--- src/rtl/mlu_pkg.sv ---
// Shared definitions for the MLU carry-lookahead table loader and its carry chain.
package mlu_pkg;

    localparam int MLU_LUT_ADDR_W = 17;
    localparam int MLU_LUT_DATA_W = 8;

    // Bit positions of the {C_IN, G[7:0], P[7:0]} fields inside a table address
    localparam int P_LSB   = 0;
    localparam int G_LSB   = 8;
    localparam int CIN_BIT = 16;

    localparam logic [MLU_LUT_ADDR_W-1:0] MLU_LUT_LAST = 17'h1FFFF;

    typedef enum logic [2:0] {
        IDLE,
        SETUP,
        WRITE,
        HOLD,
        VERIFY,
        DONE
    } loader_state_t;

    // Width of a down-counter that must hold values up to max(a, b) - 1
    function automatic int timer_width(input int a, input int b);
        int m;
        m = (a > b) ? a : b;
        return (m < 2) ? 1 : $clog2(m);
    endfunction

endpackage

--- src/rtl/mlu_carry_chain.sv ---
// Ripple-carry function of one lookahead table address {C_IN, G, P} -> 8 carry outputs.
module mlu_carry_chain
    import mlu_pkg::*;
(
    input  logic [MLU_LUT_ADDR_W-1:0] addr,
    output logic [MLU_LUT_DATA_W-1:0] carry
);

    always_comb begin
        logic c;
        carry = '0;
        c     = addr[CIN_BIT];
        for (int i = 0; i < MLU_LUT_DATA_W; i++) begin
            c        = (c & addr[P_LSB + i]) | addr[G_LSB + i];
            carry[i] = c;
        end
    end

endmodule

--- src/rtl/mlu_lookahead_loader.sv ---
// Boot-time writer filling the MLU carry-lookahead SRAM using async write timing.
// Defining MLU_LOADER_VERIFY_EN adds a read-back verify pass that drives ERROR.
//
// state  | meaning
// IDLE   | waiting for START after reset
// SETUP  | ADDR/IN_DATA stable, N_WE high, SETUP_CYCLES long
// WRITE  | N_WE low for WE_CYCLES
// HOLD   | one cycle N_WE high, ADDR/IN_DATA held
// VERIFY | read-back: two cycles N_OE low, compare, one cycle N_OE high
// DONE   | table complete, ADDR parked at the last word
module mlu_lookahead_loader
    import mlu_pkg::*;
#(
    parameter int SETUP_CYCLES = 1,
    parameter int WE_CYCLES    = 2,
    parameter logic [MLU_LUT_ADDR_W-1:0] LAST_ADDR = MLU_LUT_LAST
) (
    input  logic                      CLK,
    input  logic                      N_RST,
    input  logic                      START,
    output logic [MLU_LUT_ADDR_W-1:0] ADDR,
    output logic [MLU_LUT_DATA_W-1:0] IN_DATA,
    input  logic [MLU_LUT_DATA_W-1:0] OUT_DATA,
    output logic                      N_WE,
    output logic                      N_OE,
    output logic                      BUSY,
    output logic                      DONE,
    output logic                      ERROR
);

    localparam int TMR_W = timer_width(SETUP_CYCLES, WE_CYCLES);
    localparam logic [TMR_W-1:0] SETUP_LOAD = TMR_W'(SETUP_CYCLES - 1);
    localparam logic [TMR_W-1:0] WE_LOAD    = TMR_W'(WE_CYCLES - 1);
    localparam logic [TMR_W-1:0] TMR_ONE    = TMR_W'(1);
    localparam logic [MLU_LUT_ADDR_W-1:0] ADDR_ONE = MLU_LUT_ADDR_W'(1);

    loader_state_t               state, state_nx;
    logic [MLU_LUT_ADDR_W-1:0]   addr, addr_nx;
    logic [TMR_W-1:0]            timer, timer_nx;
    logic [MLU_LUT_DATA_W-1:0]   carry;
    logic                        last;

`ifdef MLU_LOADER_VERIFY_EN
    logic [1:0] vphase, vphase_nx;
    logic       error, error_nx;
`else
    logic       unused_out_data;
    assign unused_out_data = ^OUT_DATA;
`endif

    mlu_carry_chain u_carry (
        .addr  (addr),
        .carry (carry)
    );

    // Terminal compare on the address itself; the counter never wraps
    assign last = (addr == LAST_ADDR);

    always_ff @(posedge CLK) begin
        if (!N_RST) begin
            state  <= IDLE;
            addr   <= '0;
            timer  <= '0;
`ifdef MLU_LOADER_VERIFY_EN
            vphase <= '0;
            error  <= 1'b0;
`endif
        end else begin
            state  <= state_nx;
            addr   <= addr_nx;
            timer  <= timer_nx;
`ifdef MLU_LOADER_VERIFY_EN
            vphase <= vphase_nx;
            error  <= error_nx;
`endif
        end
    end

    always_comb begin
        state_nx  = state;
        addr_nx   = addr;
        timer_nx  = timer;
`ifdef MLU_LOADER_VERIFY_EN
        vphase_nx = vphase;
        error_nx  = error;
`endif
        case (state)
            IDLE, mlu_pkg::DONE: begin
                if (START) begin
                    state_nx = SETUP;
                    addr_nx  = '0;
                    timer_nx = SETUP_LOAD;
`ifdef MLU_LOADER_VERIFY_EN
                    error_nx = 1'b0;
`endif
                end
            end
            SETUP: begin
                if (timer == '0) begin
                    state_nx = WRITE;
                    timer_nx = WE_LOAD;
                end else begin
                    timer_nx = timer - TMR_ONE;
                end
            end
            WRITE: begin
                if (timer == '0) begin
                    state_nx = HOLD;
                end else begin
                    timer_nx = timer - TMR_ONE;
                end
            end
            HOLD: begin
                if (!last) begin
                    state_nx = SETUP;
                    addr_nx  = addr + ADDR_ONE;
                    timer_nx = SETUP_LOAD;
                end else begin
`ifdef MLU_LOADER_VERIFY_EN
                    state_nx  = VERIFY;
                    addr_nx   = '0;
                    vphase_nx = '0;
`else
                    state_nx  = mlu_pkg::DONE;
`endif
                end
            end
`ifdef MLU_LOADER_VERIFY_EN
            VERIFY: begin
                case (vphase)
                    2'd0: vphase_nx = 2'd1;
                    2'd1: begin
                        // OUT_DATA has had two full N_OE-low cycles to settle
                        vphase_nx = 2'd2;
                        if (OUT_DATA != carry) begin
                            error_nx = 1'b1;
                        end
                    end
                    default: begin
                        vphase_nx = 2'd0;
                        if (last) begin
                            state_nx = mlu_pkg::DONE;
                        end else begin
                            addr_nx = addr + ADDR_ONE;
                        end
                    end
                endcase
            end
`endif
            default: state_nx = IDLE;
        endcase
    end

    always_comb begin
        N_WE = 1'b1;
        N_OE = 1'b1;
        BUSY = 1'b0;
        DONE = 1'b0;
        case (state)
            SETUP, HOLD: BUSY = 1'b1;
            WRITE: begin
                BUSY = 1'b1;
                N_WE = 1'b0;
            end
`ifdef MLU_LOADER_VERIFY_EN
            VERIFY: begin
                BUSY = 1'b1;
                N_OE = (vphase == 2'd2);
            end
`endif
            mlu_pkg::DONE: DONE = 1'b1;
            default: ;
        endcase
    end

    assign ADDR    = addr;
    assign IN_DATA = carry;

`ifdef MLU_LOADER_VERIFY_EN
    assign ERROR = error;
`else
    assign ERROR = 1'b0;
`endif

endmodule

--- config.mk ---
export PLATFORM = sky130hd
export DESIGN_NAME = mlu_lookahead_loader
export DESIGN_NICKNAME = d
export VERILOG_FILES = /design/src/rtl/mlu_pkg.sv /design/src/rtl/mlu_carry_chain.sv /design/src/rtl/mlu_lookahead_loader.sv
export SDC_FILE = /design/constraint.sdc
export NUM_CORES = 1
export LEC_CHECK = 0
export ABC_AREA = 1
export CAP_MARGIN = 20
export CORE_MARGIN = 4
export CORE_UTILIZATION = 45
export CTS_CLUSTER_DIAMETER = 150
export DETAILED_ROUTE_END_ITERATION = 8
export PLACE_DENSITY = 0.79
export SLEW_MARGIN = 20
export SYNTH_ARGS = -nofsm -noshare
export SYNTH_HDL_FRONTEND = slang
export SYNTH_SLANG_ARGS = --single-unit
--- constraint.sdc ---
create_clock -name CLK -period 2.2 [get_ports CLK]
set_input_delay 0.55 -clock CLK [delete_from_list [all_inputs] [get_ports CLK]]
set_output_delay 0.55 -clock CLK [all_outputs]
set_load 0.01 [all_outputs]
==> results of run 1 <==
==> cell families after synthesis <==
group | after synthesis
buf+inv | 29
simple gates | 91
compound gates | 33
fa+ha+maj | 2
other cells | 2
flops | 21
xor+xnor | 1
==> metrics by stage <==
step | instances | setup slack, ns | utilization (%)
6_report | 287 | -0.209 | 82.5
5_1_grt | 287 | -0.308 | 82.5
4_1_cts | 279 | -0.101 | 76.8
3_5_place_dp | 271 | -0.294 | 72.2
3_3_place_gp | 271 | -0.240 | 72.2
2_1_floorplan | 179 | 0.00217 | -
==> cell usage after synthesis, drive strengths merged <==
master and n:
nor4 1, ha 2, dfxtp 21, nor3 11, xor2 1, buf 3, or2 3, nand2 49
conb 2, o21ai 11, a21oi 18, nand3 7, nor2 17, o21a 2, inv 26, a211oi 2
nand4 3
==> flip-flops by register name, indices dropped and copies added, names as in the netlist <==
register,cells
ADDR,17
timer,1
state,3
==> cell type report <==
| cell class | count | area (um^2) |
|---|---|---|
| fillers | 144 | 440 |
| flip-flops and latches | 21 | 425 |
| inverters | 26 | 103 |
| well taps | 30 | 37.5 |
| repair buffers | 77 | 667 |
| multi-input cells | 129 | 823 |
| clock buffers | 4 | 26.3 |
==> worst max-delay path, cell delays in order, from the launching register on <==
cell and delay, ns:
dfxtp_2 0.36, buf_4 0.14, ha_4 0.17, nand2_4 0.08, nor3_4 0.05, inv_2 0.08, nor4_4 0.04, ha_2 0.18
or2_1 0.24, nand2_2 0.09, nand2_4 0.08, buf_12 0.13, o21ai_4 0.29, clkinv_4 0.20, o21ai_2 0.10, nor2_1 0.06
==> metal layers <==
layer,track usage (%),vias up,share of wire [%]
met5,0,-,0
met4,11.4,0,3.8
met3,3.89,18,5.4
met2,41.4,63,52
met1,28.0,732,39
li1,-,730,-
==> what timing repair did <==
action                                  CTS  global route
endpoints found under the setup margin   23            23
resized for setup                        33            28
buffers inserted                          4             8
gates cloned                              0             0
pin swaps                                 8            17
hold buffers                              0             0
==> worst min-delay path by stage <==
stage / startpoint / end / cells after the start
after global routing: timer$_SDFFE_PN0P_ / timer$_SDFFE_PN0P_ / 2
after global placement: timer$_SDFFE_PN0P_ / timer$_SDFFE_PN0P_ / 2
after floorplan: timer$_SDFFE_PN0P_ / timer$_SDFFE_PN0P_ / 2
after CTS: timer$_SDFFE_PN0P_ / timer$_SDFFE_PN0P_ / 2
final: timer$_SDFFE_PN0P_ / timer$_SDFFE_PN0P_ / 2
after detailed placement: timer$_SDFFE_PN0P_ / timer$_SDFFE_PN0P_ / 2
==> cell usage in the layout (no fill, tap or decap), drive strengths merged <==
master / Yosys / final
nor2: 17 / 17
ha: 2 / 2
nand2: 49 / 49
nand3: 7 / 7
o21a: 2 / 2
clkbuf: 0 / 5
inv: 26 / 25
nor3: 11 / 11
clkdlybuf4s50: 0 / 24
nor4: 1 / 1
o21ai: 11 / 11
dfxtp: 21 / 21
xor2: 1 / 1
conb: 2 / 2
a21oi: 18 / 18
dlygate4sd2: 0 / 2
nand4: 3 / 3
a211oi: 2 / 2
buf: 3 / 50
or2: 3 / 3
clkinv: 0 / 1
==> power by group through the flow <==
stage / clock [uW] / combinational (uW) / sequential (uW)
after detailed placement: 0 / 579 / 449
after global placement: 0 / 568 / 446
after CTS: 199 / 599 / 439
after global routing: 236 / 795 / 447
final: 207 / 738 / 443
after floorplan: 0 / 345 / 446
==> impl_metrics.json, run 1 <==
{
  "die_area_um2": 3610,
  "ys_types": 30,
  "outcome": "complete, but fails checks",
  "rows": 18,
  "critical_path.endpoint_type": "flop",
  "seqPwrFrac_pct": 31.9,
  "fin_area_um2": 2080,
  "crit_end": "ADDR[5]$_SDFFE_PN0P_",
  "max-cap-violations": 0,
  "hpwl_um": 2810,
  "final-setup-viol-count": 19,
  "synth_top_area_share_pct": 34.4,
  "crit_fanout": 7,
  "io_buffers": 30,
  "area_growth_pct": 70.5,
  "nets": 271,
  "pwr_density_cell_nw_per_um2": 667,
  "whs_ns": 0.522,
  "yosysSeqAreaShare_pct": 34.4,
  "clockBufferDepth": 2,
  "grt_overflow": 0,
  "cts_tree": "yes",
  "setup_ws_ns": -0.209,
  "p_total_uw": 1390,
  "synth_area_per_cell_um2": 6.82,
  "skew_ns": 0.00547,
  "crit_type": "reg -> reg",
  "grt_max_degree": 12,
  "die_width_um": 60.1,
  "r2r_cells": 15,
  "remaining_drc_errors": 0,
  "grt_usage_pct": 23.8,
  "yosysWarnings": 0,
  "yosysTopAreaCell": "dfxtp_1",
  "vias": 1543,
  "rr_endpoint": "ADDR[5]$_SDFFE_PN0P_",
  "clock_latency_ns": 0.33,
  "dpl_cell_area_um2": 1820,
  "synth-adder-area-share_pct": 2.05,
  "syn_inst": 179,
  "hold_viol": 0,
  "power_frac_comb_pct": 53.1,
  "syn_nets": 192,
  "antenna_cells": 0,
  "synth_mux_area_share_pct": 0,
  "synth_seq_cells": 21,
  "drive_gt1_share_pct": 43.6,
  "dr.pass1.iters": 4,
  "startpoint": "ADDR[0]$_SDFFE_PN0P_",
  "p_switching_uw": 553,
  "fmax_mhz": 415,
  "vias_per_cell": 5.38,
  "reg2reg_slack_ns": -0.21,
  "cts_root_buf": "clkbuf_4",
  "start_util_pct": 48.4,
  "path_clk_slew_ns": 0.13,
  "drt_iter0_markers": 94,
  "required_ns": 2.42,
  "finalMaxSlewViolations": 0,
  "synthSimpleGateAreaFrac_pct": 34.7,
  "finalSetupTns_ns": -2.31,
  "p_leak_uw": 0.000954,
  "finalWeightedCongestion": 0.857,
  "violations": "setup timing",
  "fin_crit_sh_pct": 109,
  "rsz0062_at_grt": "true",
  "clock_sinks": 21,
  "grt_pass1_wl_um": 6440,
  "synth_top_family_by_area": "simple AND/OR/NAND/NOR gates",
  "switching_share_pct": 39.8,
  "reg2reg_from": "ADDR[0]$_SDFFE_PN0P_",
  "coreArea_um2": 2520,
  "synth_area_um2": 1220,
  "synthXorXnorAreaFrac_pct": 0.717,
  "drtAntennaViolNets": 0,
  "hold_class": "reg -> reg",
  "ctsHtreeMaxLevel": 1,
  "startpoint_type": "flop",
  "period_needed_ns": 2.41,
  "pwr-share-clk_pct": 14.9,
  "vdd.ir_drop.worst_v": 0.000768,
  "crit_arrival_ns": 2.63,
  "io_pins": 41,
  "synth_compound_area_share_pct": 17.1,
  "wl_per_cell_um": 15.0,
  "antenna_found_initial": 0,
  "die_h_um": 60.1,
  "routed_wl_um": 4290,
  "grt_pass1_vias": 1453,
  "p_int_uw": 836,
  "synthTopCellsByArea": "dfxtp_1, nand2_1, inv_1",
  "cts_made_buffers": 3
}
No activity file was read; power rests on OpenSTA's default activity.
==> inputs of run 2 (changes only) <==
GPL_ROUTABILITY_DRIVEN = 0   (was default)
==> results of run 2 <==
Same layout as run 1: the final DEF is identical, and so are final timing and power.
==> inputs of run 3 (changes only) <==
HOLD_SLACK_MARGIN = 0.08   (was default)
==> results of run 3 <==
Same layout as run 1: the final DEF is identical, and so are final timing and power.
